<file path="src/rtl/freq_gate_ctrl_pkg.sv">
// Shared constants and state encoding for the frequency-counter gate controller.
package freq_gate_ctrl_pkg;

  localparam int BCD_W           = 4;
  localparam int DEF_GATE_CYCLES = 100_000_000;

  typedef logic [1:0] state_t;

  localparam state_t ST_CLEAR  = 2'd0;
  localparam state_t ST_GATE   = 2'd1;
  localparam state_t ST_SETTLE = 2'd2;
  localparam state_t ST_LATCH  = 2'd3;

endpackage

</file>
<file path="src/rtl/freq_gate_ctrl_if.sv">
// Link between the gate controller, the downstream BCD digit chain and the display latch.
interface freq_gate_ctrl_if #(
  parameter int DIGITS = 4
);
  import freq_gate_ctrl_pkg::*;

  logic [BCD_W*DIGITS-1:0] bcd_in;
  logic                    carry_in;
  logic                    cnt_en;
  logic                    cnt_clr;
  logic [BCD_W*DIGITS-1:0] freq_bcd;
  logic                    overflow;
  logic                    valid;

  modport master (
    input  bcd_in,
    input  carry_in,
    output cnt_en,
    output cnt_clr,
    output freq_bcd,
    output overflow,
    output valid
  );

  modport slave (
    output bcd_in,
    output carry_in,
    input  cnt_en,
    input  cnt_clr,
    input  freq_bcd,
    input  overflow,
    input  valid
  );

endinterface

</file>
<file path="src/rtl/freq_gate_ctrl_edge_sync.sv">
// Synchroniser for the asynchronous measured signal plus a registered rising-edge pulse.
module edge_sync #(
  parameter int SYNC_STAGES = 2
) (
  input  logic clk,
  input  logic reset,
  input  logic d,
  output logic rise
);

  logic [SYNC_STAGES-1:0] sync_q;
  logic                   dly_q;

  // rise is registered so nothing downstream sees a combinational path from d
  always_ff @(posedge clk) begin
    if (reset) begin
      sync_q <= '0;
      dly_q  <= 1'b0;
      rise   <= 1'b0;
    end else begin
      sync_q <= {sync_q[SYNC_STAGES-2:0], d};
      dly_q  <= sync_q[SYNC_STAGES-1];
      rise   <= sync_q[SYNC_STAGES-1] & ~dly_q;
    end
  end

endmodule

</file>
<file path="src/rtl/freq_gate_ctrl.sv">
// Gate-time controller: counts synchronised sig_in edges over a fixed window and
// latches the downstream BCD chain result after every window.
//  state  | meaning
//  CLEAR  | chain cleared, gate counter and overflow sticky reset
//  GATE   | window open, each synchronised rise pulses cnt_en
//  SETTLE | window closed, last increment lands in the chain
//  LATCH  | chain value and overflow captured, valid shows next cycle
module freq_gate_ctrl
  import freq_gate_ctrl_pkg::*;
#(
  parameter int GATE_CYCLES = DEF_GATE_CYCLES,
  parameter int DIGITS      = 4,
  parameter int SYNC_STAGES = 2
) (
  input  logic             clk,
  input  logic             reset,
  input  logic             sig_in,
  freq_gate_ctrl_if.master bus
);

  localparam int               CNT_W     = $clog2(GATE_CYCLES);
  localparam int               RES_W     = BCD_W * DIGITS;
  localparam logic [CNT_W-1:0] GATE_LAST = CNT_W'(GATE_CYCLES - 1);

  state_t             state_q;
  logic [CNT_W-1:0]   gate_cnt_q;
  logic               ovf_sticky_q;
  logic [RES_W-1:0]   freq_q;
  logic               overflow_q;
  logic               valid_q;
  logic               rise;
  logic               cnt_en_w;

  edge_sync #(
    .SYNC_STAGES(SYNC_STAGES)
  ) u_edge_sync (
    .clk  (clk),
    .reset(reset),
    .d    (sig_in),
    .rise (rise)
  );

  assign cnt_en_w     = (state_q == ST_GATE) & rise;
  assign bus.cnt_en   = cnt_en_w;
  assign bus.cnt_clr  = reset | (state_q == ST_CLEAR);
  assign bus.freq_bcd = freq_q;
  assign bus.overflow = overflow_q;
  assign bus.valid    = valid_q;

  always_ff @(posedge clk) begin
    if (reset) begin
      state_q      <= ST_CLEAR;
      gate_cnt_q   <= '0;
      ovf_sticky_q <= 1'b0;
      freq_q       <= '0;
      overflow_q   <= 1'b0;
      valid_q      <= 1'b0;
    end else begin
      valid_q <= 1'b0;
      case (state_q)
        ST_CLEAR: begin
          gate_cnt_q   <= '0;
          ovf_sticky_q <= 1'b0;
          state_q      <= ST_GATE;
        end
        ST_GATE: begin
          // carry with an increment means the chain is about to wrap
          if (cnt_en_w && bus.carry_in) begin
            ovf_sticky_q <= 1'b1;
          end
          if (gate_cnt_q == GATE_LAST) begin
            state_q <= ST_SETTLE;
          end else begin
            gate_cnt_q <= gate_cnt_q + 1'b1;
          end
        end
        ST_SETTLE: begin
          state_q <= ST_LATCH;
        end
        ST_LATCH: begin
          freq_q     <= bus.bcd_in;
          overflow_q <= ovf_sticky_q;
          valid_q    <= 1'b1;
          state_q    <= ST_CLEAR;
        end
        default: begin
          state_q <= ST_CLEAR;
        end
      endcase
    end
  end

endmodule

</file>
<file path="src/flat_wrapper.sv">
// flat-port wrapper written by rule: the top's interface ports become plain ports
module freq_gate_ctrl_flat import freq_gate_ctrl_pkg::*;
#(
  parameter int GATE_CYCLES = DEF_GATE_CYCLES,
  parameter int DIGITS      = 4,
  parameter int SYNC_STAGES = 2
)
  (clk, reset, sig_in, bus_bcd_in, bus_carry_in, bus_cnt_en, bus_cnt_clr, bus_freq_bcd, bus_overflow, bus_valid);
  freq_gate_ctrl_if #(.DIGITS(DIGITS)) bus_i ();
  input  logic clk;
  input  logic reset;
  input  logic sig_in;
  input wire logic [$bits(bus_i.bcd_in)-1:0] bus_bcd_in;
  input wire logic [$bits(bus_i.carry_in)-1:0] bus_carry_in;
  output wire logic [$bits(bus_i.cnt_en)-1:0] bus_cnt_en;
  output wire logic [$bits(bus_i.cnt_clr)-1:0] bus_cnt_clr;
  output wire logic [$bits(bus_i.freq_bcd)-1:0] bus_freq_bcd;
  output wire logic [$bits(bus_i.overflow)-1:0] bus_overflow;
  output wire logic [$bits(bus_i.valid)-1:0] bus_valid;
  assign bus_i.bcd_in = bus_bcd_in;
  assign bus_i.carry_in = bus_carry_in;
  assign bus_cnt_en = bus_i.cnt_en;
  assign bus_cnt_clr = bus_i.cnt_clr;
  assign bus_freq_bcd = bus_i.freq_bcd;
  assign bus_overflow = bus_i.overflow;
  assign bus_valid = bus_i.valid;
  freq_gate_ctrl #(.GATE_CYCLES(GATE_CYCLES), .DIGITS(DIGITS), .SYNC_STAGES(SYNC_STAGES)) u_core (.clk(clk), .reset(reset), .sig_in(sig_in), .bus(bus_i));
endmodule
</file>
<file path="config.mk">
export PLATFORM = sky130hd
export DESIGN_NAME = freq_gate_ctrl_flat
export DESIGN_NICKNAME = d
export VERILOG_FILES = /design/src/rtl/freq_gate_ctrl_pkg.sv /design/src/rtl/freq_gate_ctrl_if.sv /design/src/rtl/freq_gate_ctrl_edge_sync.sv /design/src/rtl/freq_gate_ctrl.sv /design/src/flat_wrapper.sv
export SDC_FILE = /design/constraint.sdc
export NUM_CORES = 1
export LEC_CHECK = 0
export CORE_MARGIN = 3
export CORE_UTILIZATION = 40
export CTS_CLUSTER_SIZE = 30
export DETAILED_ROUTE_END_ITERATION = 12
export PLACE_DENSITY = 0.67
export SYNTH_ARGS = -nofsm -noshare
export SYNTH_HDL_FRONTEND = slang
export SYNTH_SLANG_ARGS = --single-unit
</file>
<file path="constraint.sdc">
create_clock -name clk -period 3 [get_ports clk]
set_input_delay 0.6 -clock clk [delete_from_list [all_inputs] [get_ports clk]]
set_output_delay 0.6 -clock clk [all_outputs]
set_load 0.01 [all_outputs]
</file>
==> impl_summary.log <==
[metrics] Layout Nets: 334
[metrics] normalized max-slew margin: between 60 and 70%
[metrics] clock buffers created by TritonCTS: 5
[metrics] initial DRC count: 188
[metrics] Overflow after GRT: 0
[metrics] overall routing resource usage: between 10% and 20%
[metrics] worst path required time: 2.40 ns
[metrics] total power density per cell area: slightly above 600 nW/µm²
[metrics] Die Wd: between 80 and 90 µm
[metrics] global placer's final weighted congestion: about 0.85
[metrics] Antenna Violating Nets Remaining: 0
[metrics] arrival time at the worst endpoint: roughly 1.9 ns
[metrics] maximum clock frequency: slightly below 400 MHz
[metrics] fin crit period: between 2 and 3 ns
[metrics] count of unresolved DRC violations after routing: 0
[metrics] final worst-path cycle share: a little over four fifths
[metrics] clock tree from TritonCTS: done
[metrics] Final Total Pwr: 1.84 mW
[metrics] post-CTS setup buffer count: 0
[metrics] number of cells upsized or downsized after cts: 0
[metrics] flip-flop and latch count after synthesis: 52
[metrics] endpoints failing setup: 0
[metrics] critical path capture point type: primary output
[metrics] ratio of cells with drive above 1 in the final layout: 5.50%
[metrics] most frequent cells in the layout: dfxtp_1 (52), clkdlybuf4s50_1 (39), nor2_1 (28)
[metrics] wire length of the first global-routing pass: 9540 µm
[metrics] number of fillers in the final layout: ~530
[metrics] Vias per Instance: 5.64
[metrics] layout-stage area growth over the synthesis result: 23.2%
[metrics] hold crit path type: flop to flop
[metrics] number of pins with negative max-slew slack in the final report: 0
[metrics] clock slew seen by the registers of the worst setup and hold paths: 0.09 ns
[metrics] insertion delay to the later sink of the worst-skew pair: 0.31 ns
[metrics] post-synthesis area per instance: slightly below 9 µm²
[metrics] vias after detailed routing: approximately 2200
[metrics] biggest fanout along the worst timing path: 12
[metrics] leakage dissipation: 0.984 nW
[metrics] Sequential cell area: 1040 µm²
[metrics] area used by multi-input combinational logic: 1260 µm²
[metrics] most area-consuming cells after synthesis: dfxtp_1 (43%), mux2i_1 (8.8%), nor2_1 (4.4%)
[metrics] Max H-tree Level: 2
[metrics] unrepaired setup endpoints after global routing: no
[metrics] number of top-level design ports: 40
[metrics] Max-Cap Viols: 0
[metrics] count of hold buffers inserted by post-cts repair: 0
[metrics] Main synth FF type: dfxtp_1
[metrics] hold violation count in the final report: 0
[metrics] post-placement setup slack: 0.521 ns
[metrics] largest buffer count on any clock path: 2
[metrics] transition time of the tightest slew-check pin: around 0.55 ns
[metrics] Syn Nets: 298
[metrics] top-area cell type share of the netlist area: 43.4%
[metrics] Max rail drop VDD: around 430 µV
[metrics] effective utilization at floorplan: 42.6%
[metrics] antenna cell count: 0
[metrics] count of synthesis-stage warnings from yosys: 0
[metrics] largest net degree at the start of global routing: 37
[metrics] synthesized area: 2400 µm²
[metrics] sequential share of the synthesized area: 43.4%
[metrics] drt wl/cell: 14.2 µm
[metrics] number of I/O port buffers: 39
[metrics] Setup WS post-layout: 0.466 ns
[metrics] cell accounting for the most synthesized area: dfxtp_1
[metrics] number of distinct library cell variants in the gate-level netlist after synthesis: 41
[metrics] outcome: complete, no violations
[metrics] number of clock sinks: 52
[metrics] Floorplan Core Area: 5640 µm²
[metrics] count of flip-flops with a built-in enable after synthesis: 0
[metrics] Post-Route Setup TNS: 0 ns
[metrics] number of detailed-routing iterations run before antenna repair: 5
[metrics] type of the worst setup path: flop to primary output
[metrics] Util after Layout: 52.4%
[metrics] num rows: 27
[metrics] antenna violations before repair: 0
[metrics] overall die height: 83.5 µm
[metrics] placed wire-length estimate after detailed placement: 3760 µm
[metrics] Synth Instances: 272
[metrics] Worst Clk Skew: 0.00744 ns
[metrics] register-to-register setup slack: 0.52 ns
[metrics] CP Launch Type: flop
[metrics] commonest non-fill, non-tap cell in the layout: dfxtp_1
[metrics] async set-reset flop share out of synthesis: 0%
[metrics] Clock Tree Root: clkbuf_8
[metrics] final WL: 5430 µm
[metrics] via count of the first global-routing pass: 2039
[metrics] hold slack final: 0.404 ns
[metrics] die area: 6970 µm²
kinds of logic after synthesis:
group,after synthesis,share of synthesized area [%]
flip-flops,52,43.4
multiplexers,21,8.75
adder cells (fa/ha/maj),6,3.13
AO/OA/AOI/OAI,49,13.4
AND/OR/NAND/NOR,119,26.2
XOR/XNOR,3,1.09
buffers and inverters,22,4.12
layer usage:
metal	share of wire [%]	global-route usage, %
met2	45	26.3
met3	8.4	5.43
met5	0	0
met1	46	20.9
met4	0.63	4.09
final cells by class:
type	count	share of cell area (%)
clock buffer	6	2.45
clock inverter	2	1.31
inverter	7	0.888
multi-input combinational	198	42.6
sequential	52	35.2
tap	72	3.05
timing repair buffer	44	14.5
worst max-delay path, cell delays in order (launching register included):
cell,delay (ns)
dfxtp_1,0.35
inv_1,0.08
ha_1,0.44
and2_1,0.22
clkdlybuf4s50_1,0.54
worst paths after layout:
path	from	endpoint	depth (start not counted)
max	u_core.state_q[1]	bus_cnt_en	4
min	u_core.u_edge_sync.dly_q	u_core.u_edge_sync.rise	1
min reg2reg	u_core.u_edge_sync.dly_q	u_core.u_edge_sync.rise	1
max reg2reg	u_core.gate_cnt_q[10]	u_core.gate_cnt_q[9]	6
power by group:
group	internal, mW	total, mW	leakage (nW)	switching [mW]
sequential	0.744	0.787	0.421	0.0427
clock	0.252	0.486	0.0558	0.234
combinational	0.208	0.562	0.507	0.354
total	1.21	1.84	0.984	0.631
cells in the mapped netlist, types with 6 or more instances:
master    instances
dfxtp_1          52
nor2_1           28
mux2i_1          21
nand2_1          20
a21oi_1          18
nand3_1          16
clkbuf_1         12
nand4_1          10
or4_1             8
inv_1             7
o21ai_0           7
ha_1              6
nor4_1            6
state kept, by name (all words and copies together) (netlist names):
signal	cells
u_core.bus.freq_bcd	16
u_core.u_edge_sync.sync_q	2
u_core.ovf_sticky_q	1
u_core.u_edge_sync.rise	1
u_core.bus.overflow	1
u_core.bus.valid	1
u_core.gate_cnt_q	27
u_core.state_q	2
u_core.u_edge_sync.dly_q	1
stage by stage:
| stage | instances | cell area (µm²) |
|---|---|---|
| final | 381 | 2960 |
| after global routing | 381 | 2960 |
| after CTS | 381 | 2960 |
| after detailed placement | 373 | 2850 |
| after global placement | 373 | 2850 |
| after floorplan | 272 | 2400 |
No activity file was read; power rests on OpenSTA's default activity.
